--- config.mk ---
export PLATFORM = sky130hd
export DESIGN_NAME = cordic_arbiter_flat
export DESIGN_NICKNAME = d
export VERILOG_FILES = /design/src/rtl/cordic_arb_pkg.sv /design/src/rtl/cordic_arbiter_if.sv /design/src/rtl/cordic_rr_pick.sv /design/src/rtl/cordic_arbiter.sv /design/src/flat_wrapper.sv
export SDC_FILE = /design/constraint.sdc
export NUM_CORES = 1
export LEC_CHECK = 0
export BUFFER_PORTS_ARGS = -buffer_cell sky130_fd_sc_hd__buf_4
export CORE_ASPECT_RATIO = 0.9
export CORE_MARGIN = 2
export CORE_UTILIZATION = 45
export CTS_CLUSTER_DIAMETER = 30
export DETAILED_ROUTE_END_ITERATION = 7
export GPL_ROUTABILITY_DRIVEN = 0
export GPL_TIMING_DRIVEN = 0
export HOLD_SLACK_MARGIN = 0.12
export PLACE_DENSITY_LB_ADDON = 0.25
export SLEW_MARGIN = 25
export SYNTH_ARGS = -nofsm -noshare
export SYNTH_HDL_FRONTEND = slang
export SYNTH_SLANG_ARGS = --single-unit
export TNS_END_PERCENT = 10
--- constraint.sdc ---
create_clock -name clk_50 -period 4.2 [get_ports clk_50]
set_clock_uncertainty 0.1 [all_clocks]
set_input_delay 0.42 -clock clk_50 [delete_from_list [all_inputs] [get_ports clk_50]]
set_output_delay 0.42 -clock clk_50 [all_outputs]
set_load 0.005 [all_outputs]
--- src/rtl/cordic_arb_pkg.sv ---
// Shared types and defaults for the two-requester CORDIC arbiter.
package cordic_arb_pkg;

    localparam int ANGLE_W_DEF = 9;
    localparam int DATA_W_DEF  = 11;
    localparam int TIMEOUT_DEF = 64;

    typedef enum logic [2:0] {
        ST_IDLE,
        ST_START,
        ST_GUARD,
        ST_WAIT,
        ST_RESP
    } state_e;

    typedef logic req_id_t;
    localparam req_id_t REQ0 = 1'b0;
    localparam req_id_t REQ1 = 1'b1;

endpackage

--- src/rtl/cordic_arbiter_if.sv ---
// Requester and core-side signals of the CORDIC arbiter, bundled for port lists.
interface cordic_arbiter_if #(
    parameter int ANGLE_W = cordic_arb_pkg::ANGLE_W_DEF,
    parameter int DATA_W  = cordic_arb_pkg::DATA_W_DEF
);
    logic                      req0;
    logic                      req1;
    logic        [ANGLE_W-1:0] angle0;
    logic        [ANGLE_W-1:0] angle1;
    logic                      ack0;
    logic                      ack1;
    logic                      rvalid0;
    logic                      rvalid1;
    logic signed [DATA_W-1:0]  cos_out;
    logic signed [DATA_W-1:0]  sin_out;
    logic                      err;
    logic                      busy;
    logic                      core_start;
    logic        [ANGLE_W-1:0] core_z0;
    logic                      core_done;
    logic signed [DATA_W-1:0]  core_cos;
    logic signed [DATA_W-1:0]  core_sin;

    // master: the arbiter itself; slave: requesters plus the CORDIC core.
    modport master (
        input  req0, req1, angle0, angle1, core_done, core_cos, core_sin,
        output ack0, ack1, rvalid0, rvalid1, cos_out, sin_out, err, busy,
               core_start, core_z0
    );

    modport slave (
        output req0, req1, angle0, angle1, core_done, core_cos, core_sin,
        input  ack0, ack1, rvalid0, rvalid1, cos_out, sin_out, err, busy,
               core_start, core_z0
    );

endinterface

--- src/rtl/cordic_rr_pick.sv ---
// Combinational two-way round-robin select: the requester that did not win last time wins a tie.
module cordic_rr_pick
    import cordic_arb_pkg::*;
(
    input  logic    req0,
    input  logic    req1,
    input  req_id_t last_grant,
    output logic    grant_valid,
    output req_id_t grant_id
);

    always_comb begin
        // NOTE: every output gets a default first so no path through the block can infer a latch.
        grant_valid = req0 | req1;
        grant_id    = REQ0;
        if (req0 && req1) begin
            grant_id = (last_grant == REQ0) ? REQ1 : REQ0;
        end else if (req1) begin
            grant_id = REQ1;
        end
    end

endmodule

--- src/rtl/cordic_arbiter.sv ---
// Arbitrates two requesters onto one cordic_prop core: grant, start, guarded wait with timeout,
// and return of the captured cos/sin to the granted requester. All outputs are registered.
module cordic_arbiter
    import cordic_arb_pkg::*;
#(
    parameter int ANGLE_W = ANGLE_W_DEF,
    parameter int DATA_W  = DATA_W_DEF,
    parameter int TIMEOUT = TIMEOUT_DEF
) (
    input  logic             clk_50,
    input  logic             Reset,
    cordic_arbiter_if.master bus
);

    localparam int CNT_W = (TIMEOUT > 2) ? $clog2(TIMEOUT) : 1;

    state_e                    state_q;
    req_id_t                   last_grant_q;
    req_id_t                   grant_id_q;
    logic                      ack0_q;
    logic                      ack1_q;
    logic                      rvalid0_q;
    logic                      rvalid1_q;
    logic signed [DATA_W-1:0]  cos_q;
    logic signed [DATA_W-1:0]  sin_q;
    logic                      err_q;
    logic                      busy_q;
    logic                      core_start_q;
    logic        [ANGLE_W-1:0] z0_q;
    logic        [CNT_W-1:0]   cnt_q;
    logic                      expired_q;

    logic                      grant_valid;
    req_id_t                   grant_id;

    cordic_rr_pick u_pick (
        .req0        (bus.req0),
        .req1        (bus.req1),
        .last_grant  (last_grant_q),
        .grant_valid (grant_valid),
        .grant_id    (grant_id)
    );

    always_ff @(posedge clk_50 or negedge Reset) begin
        if (!Reset) begin
            // NOTE: sequential state uses non-blocking assignments so every register samples pre-edge values.
            state_q      <= ST_IDLE;
            last_grant_q <= REQ1;
            grant_id_q   <= REQ0;
            ack0_q       <= 1'b0;
            ack1_q       <= 1'b0;
            rvalid0_q    <= 1'b0;
            rvalid1_q    <= 1'b0;
            cos_q        <= '0;
            sin_q        <= '0;
            err_q        <= 1'b0;
            busy_q       <= 1'b0;
            core_start_q <= 1'b0;
            z0_q         <= '0;
            cnt_q        <= '0;
            expired_q    <= 1'b0;
        end else begin
            ack0_q    <= 1'b0;
            ack1_q    <= 1'b0;
            rvalid0_q <= 1'b0;
            rvalid1_q <= 1'b0;

            unique case (state_q)
                ST_IDLE: begin
                    if (grant_valid) begin
                        state_q      <= ST_START;
                        grant_id_q   <= grant_id;
                        last_grant_q <= grant_id;
                        z0_q         <= (grant_id == REQ1) ? bus.angle1 : bus.angle0;
                        ack0_q       <= (grant_id == REQ0);
                        ack1_q       <= (grant_id == REQ1);
                        busy_q       <= 1'b1;
                    end
                end

                // First cycle raises the registered start; the second, with start visible, drops it.
                ST_START: begin
                    if (!core_start_q) begin
                        core_start_q <= 1'b1;
                    end else begin
                        core_start_q <= 1'b0;
                        state_q      <= ST_GUARD;
                    end
                end

                ST_GUARD: begin
                    cnt_q     <= '0;
                    expired_q <= 1'b0;
                    state_q   <= ST_WAIT;
                end

                ST_WAIT: begin
                    if (bus.core_done) begin
                        cos_q     <= bus.core_cos;
                        sin_q     <= bus.core_sin;
                        rvalid0_q <= (grant_id_q == REQ0);
                        rvalid1_q <= (grant_id_q == REQ1);
                        state_q   <= ST_RESP;
                    end else if (expired_q) begin
                        err_q     <= 1'b1;
                        cos_q     <= '0;
                        sin_q     <= '0;
                        rvalid0_q <= (grant_id_q == REQ0);
                        rvalid1_q <= (grant_id_q == REQ1);
                        state_q   <= ST_RESP;
                    end else if (cnt_q == CNT_W'(TIMEOUT - 1)) begin
                        expired_q <= 1'b1;
                    end else begin
                        cnt_q <= cnt_q + 1'b1;
                    end
                end

                ST_RESP: begin
                    busy_q  <= 1'b0;
                    state_q <= ST_IDLE;
                end

                default: begin
                    core_start_q <= 1'b0;
                    busy_q       <= 1'b0;
                    state_q      <= ST_IDLE;
                end
            endcase
        end
    end

    assign bus.ack0       = ack0_q;
    assign bus.ack1       = ack1_q;
    assign bus.rvalid0    = rvalid0_q;
    assign bus.rvalid1    = rvalid1_q;
    assign bus.cos_out    = cos_q;
    assign bus.sin_out    = sin_q;
    assign bus.err        = err_q;
    assign bus.busy       = busy_q;
    assign bus.core_start = core_start_q;
    assign bus.core_z0    = z0_q;

endmodule

--- src/flat_wrapper.sv ---
// flat-port wrapper written by rule: the top's interface ports become plain ports
module cordic_arbiter_flat import cordic_arb_pkg::*;
#(
    parameter int ANGLE_W = ANGLE_W_DEF,
    parameter int DATA_W  = DATA_W_DEF,
    parameter int TIMEOUT = TIMEOUT_DEF
)
  (clk_50, Reset, bus_req0, bus_req1, bus_angle0, bus_angle1, bus_core_done, bus_core_cos, bus_core_sin, bus_ack0, bus_ack1, bus_rvalid0, bus_rvalid1, bus_cos_out, bus_sin_out, bus_err, bus_busy, bus_core_start, bus_core_z0);
  cordic_arbiter_if #(.ANGLE_W(ANGLE_W), .DATA_W(DATA_W)) bus_i ();
  input  logic clk_50;
  input  logic Reset;
  input wire logic [$bits(bus_i.req0)-1:0] bus_req0;
  input wire logic [$bits(bus_i.req1)-1:0] bus_req1;
  input wire logic [$bits(bus_i.angle0)-1:0] bus_angle0;
  input wire logic [$bits(bus_i.angle1)-1:0] bus_angle1;
  input wire logic [$bits(bus_i.core_done)-1:0] bus_core_done;
  input wire logic [$bits(bus_i.core_cos)-1:0] bus_core_cos;
  input wire logic [$bits(bus_i.core_sin)-1:0] bus_core_sin;
  output wire logic [$bits(bus_i.ack0)-1:0] bus_ack0;
  output wire logic [$bits(bus_i.ack1)-1:0] bus_ack1;
  output wire logic [$bits(bus_i.rvalid0)-1:0] bus_rvalid0;
  output wire logic [$bits(bus_i.rvalid1)-1:0] bus_rvalid1;
  output wire logic [$bits(bus_i.cos_out)-1:0] bus_cos_out;
  output wire logic [$bits(bus_i.sin_out)-1:0] bus_sin_out;
  output wire logic [$bits(bus_i.err)-1:0] bus_err;
  output wire logic [$bits(bus_i.busy)-1:0] bus_busy;
  output wire logic [$bits(bus_i.core_start)-1:0] bus_core_start;
  output wire logic [$bits(bus_i.core_z0)-1:0] bus_core_z0;
  assign bus_i.req0 = bus_req0;
  assign bus_i.req1 = bus_req1;
  assign bus_i.angle0 = bus_angle0;
  assign bus_i.angle1 = bus_angle1;
  assign bus_i.core_done = bus_core_done;
  assign bus_i.core_cos = bus_core_cos;
  assign bus_i.core_sin = bus_core_sin;
  assign bus_ack0 = bus_i.ack0;
  assign bus_ack1 = bus_i.ack1;
  assign bus_rvalid0 = bus_i.rvalid0;
  assign bus_rvalid1 = bus_i.rvalid1;
  assign bus_cos_out = bus_i.cos_out;
  assign bus_sin_out = bus_i.sin_out;
  assign bus_err = bus_i.err;
  assign bus_busy = bus_i.busy;
  assign bus_core_start = bus_i.core_start;
  assign bus_core_z0 = bus_i.core_z0;
  cordic_arbiter #(.ANGLE_W(ANGLE_W), .DATA_W(DATA_W), .TIMEOUT(TIMEOUT)) u_core (.clk_50(clk_50), .Reset(Reset), .bus(bus_i));
endmodule
==> results list <==
- Input and output buffers added on the ports amount to between 80 and 90.
* Top flip-flop cell by instance count after synthesis: dfrtp_1
* Maxcap violations: 0
* Count of non-filler cells in the finished layout: 335
* Synth Instances: 182
- YS warnings: 0
* CP Launch Type: flip-flop
* Maximum vdd ir drop: ~0.33 mV
* Total track usage: 0.199
* Library cells used by synthesis: 39
- In the routed design, unresolved DRC markers number 0.
* Detailed router's first-iteration violation count: 75
- The synthesized design contains 50 register bits.
- Global routing finished with a remaining overflow of 0.
- Crit path max-delay cell type: dfrtp_1
- In the post-synthesis netlist, the biggest area contributors are dfrtp_1 (58%), a22o_1 (9.1%), mux2i_1 (4.3%).
- Of the post-synthesis cell area, the dominant cell type holds 0.579.
- Via density per instance: between 5 and 6
- Data on the critical path is required at its endpoint by 4280 ps.
- Once the clock tree was built, the setup fixing pass inserted 0 buffers.
- Worst min-delay path class: in2reg
* Crit path largest cell delay: 490 ps
* Height of the die: 69.1 um
- Number of fillers in the final layout: ~390
- Power per cell area: about 620 nW/um2
- Shortest clock period the worst path allows after layout: 1720 ps
- H-tree levels: 2
- Per-cell routed wire length: 14.7 um
* Worst slack at placement: between 2000 and 3000 ps
- Timing-limited maximum frequency: slightly below 600 MHz
* CTS tree: built
- Final Routed Wirelength: 4.94 mm
- The cell area that synthesis handed to floorplanning was 2120 um2.
- Mean cell area of the mapped netlist: between 10 and 15 um2
- Entering global routing, the biggest net connects a little over 50 pins.
- Compared with the post-synthesis result, the final layout area differs by 37.7%.
- Counting every sink on the clock net gives 50.
- Wire length of the first global-routing pass: 8.47 mm
- Worst hold slack: around 200 ps
* Number of global-route vias before repair: 1,774
- Ratio of cells with drive above 1 in the final layout: 0.385
- The final count of pins violating max slew is 0.
- Actual transition at the worst max-transition pin: slightly above 600 ps
- Buffers inserted to repair hold after CTS numbered 1.
- The worst pin sits at a relative slew slack of 0.587.
- Worst Setup Path Type: reg2reg
* Die boundary width: around 76 um
* Leakage component of the power: roughly 1.5 nW
- Setup violations remaining at the end of the flow were counted as 0.
- Via count: approximately 1,700
- Final period util: 0.410
- Top cells by count, synth: dfrtp_1 (49), a22o_1 (22), nand2_1 (20)
* Number of ports placed on the die boundary: 83
* Category of the worst setup path capture point: flip-flop
* Fraction of registers with async set or reset after synthesis: 1.00
- Number of flops mapped to enable cells by yosys: 0
- Post-synthesis net count: ~230
- After clock tree synthesis, the clock-pin slew on the worst setup and hold paths is around 90 ps.
- Critical path's top delay family: compound AO/OA/AOI/OAI gates
- Setup repair after global routing left no endpoint under its margin.
- Total clock buffers created by CTS: 5
* Most frequent cell after synthesis: dfrtp_1
* Buffer levels on the longest clock path: 2
- Drt first pass iters: 4
* Dominant cell type by area after synthesis: dfrtp_1
- The repair_antennas step left the layout with diodes totalling 0.
- Initial antenna violation count: 0
* Total Negative Setup Slacks: 0 ps
- Critical Path Fanout Max: 9
* Arrival time of the worst setup path: 1800 ps
- Clock latency on the worst-skew pair: slightly below 300 ps
- Number of nets with antenna violations after detailed routing: 0
* Post-cts resize count: 0
- Smallest setup slack after layout: about 2500 ps
* CP cell instances: nand2b_1 -> a21oi_1 -> o21ai_0 -> a32o_1
* Core box area: about 4500 um2
- The count of endpoints failing hold in the final timing report was 0.
- Cell count after placement: 326
- The tree is rooted in a clkbuf_8.
* Half-perimeter wire length of the detailed placement result: 3.60 mm
- Status: completed
- The floorplan step defined a die boundary enclosing between 5000 and 6000 um2.
- Once layout is complete, the utilization of the core stands at 0.649.
* Cell Rows: 23
- Together, buffers and inverters on the worst path number 0.
- Starting density of the core: 0.472
- Sequential area share after synthesis: 0.592
- At the end of the flow, the number of nets in the layout was about 320.
==> registers in the layout (all words and copies together), names as in the netlist <==
register               count
u_core.bus.sin_out        11
u_core.bus.err             1
u_core.bus.cos_out        11
u_core.bus.ack0            1
u_core.bus.ack1            1
u_core.state_q             3
u_core.bus.core_z0         9
u_core.bus.rvalid0         1
u_core.last_grant_q        1
u_core.grant_id_q          1
u_core.cnt_q               6
u_core.bus.busy            1
u_core.bus.rvalid1         1
u_core.expired_q           1
u_core.bus.core_start      1
==> layout make-up <==
class,instances,area (um2),share of cell area
clock buffers,6,82.6,0.0283
repair buffers,83,626,0.215
flip-flops and latches,50,1250,0.430
well taps,62,77.6,0.0266
plain buffers,11,68.8,0.0236
multi-input cells,118,785,0.269
clock inverters,2,12.5,0.00429
inverters,3,11.3,0.00386
==> kinds of logic (layout without fill, tap and decap cells) <==
family | count (synthesis) | count (layout) | synth area share
compound gates | 63 | 63 | 0.218
simple gates | 45 | 45 | 0.104
buf+inv | 14 | 105 | 0.0378
flops | 50 | 50 | 0.592
mux | 9 | 9 | 0.0426
fa+ha+maj | 1 | 1 | 0.00591
==> worst paths after layout <==
| path | depth (start not counted) | from | to | slack [ps] |
|---|---|---|---|---|
| setup reg to reg | 4 | u_core.state_q[2] | u_core.cnt_q[1] | 2480 |
| hold / removal | 2 | bus_req0 | u_core.last_grant_q | 200 |
| hold reg to reg | 1 | u_core.grant_id_q | u_core.bus.rvalid0 | 350 |
| max in group asynchronous | 2 | Reset | u_core.bus.core_start | 3010 |
| setup / recovery | 4 | u_core.state_q[2] | u_core.cnt_q[1] | 2480 |
| min in group asynchronous | 2 | Reset | u_core.bus.cos_out[7] | 580 |
==> where the power goes <==
group          internal (mW)  switching (mW)
clock                  0.133           0.152
combinational          0.412           0.321
sequential             0.673           0.124
total                   1.22           0.598
==> placed cells by master (no fill, tap or decap), types with 2 or more instances in the layout <==
master    Yosys  final
o21ai_1       6      6
buf_4         1     83
a31oi_1       4      4
a21oi_1       8      8
dfrtp_1      49     49
nand2b_1      2      2
clkbuf_8      0      6
and2_1        2      2
buf_2         7      7
nor2_1        8      8
mux2i_1       9      9
buf_6         2      2
nand2_1      20     20
inv_1         3      3
nor3_1        2      2
nor4_1        2      2
a211o_1       2      2
o21ai_0      11     11
a22o_1       22     22
nand3_1       2      2
==> through the flow <==
step / power, mW / instance area, um2
6_report: 1.82 / 2920
3_5_place_dp: 1.54 / 2810
3_3_place_gp: 1.51 / 2810
4_1_cts: 1.83 / 2920
5_1_grt: 1.95 / 2920
2_1_floorplan: 1.16 / 2120
==> layer usage <==
layer  routed length (um)  GRT usage  vias up
li1                     -          -      845
met4                   50     0.0465        0
met2                 2300      0.319       74
met1                 2260      0.272      819
met3                  328     0.0524        8
met5                    0          0        -
Note: power is estimated with default switching activity, not from simulation.
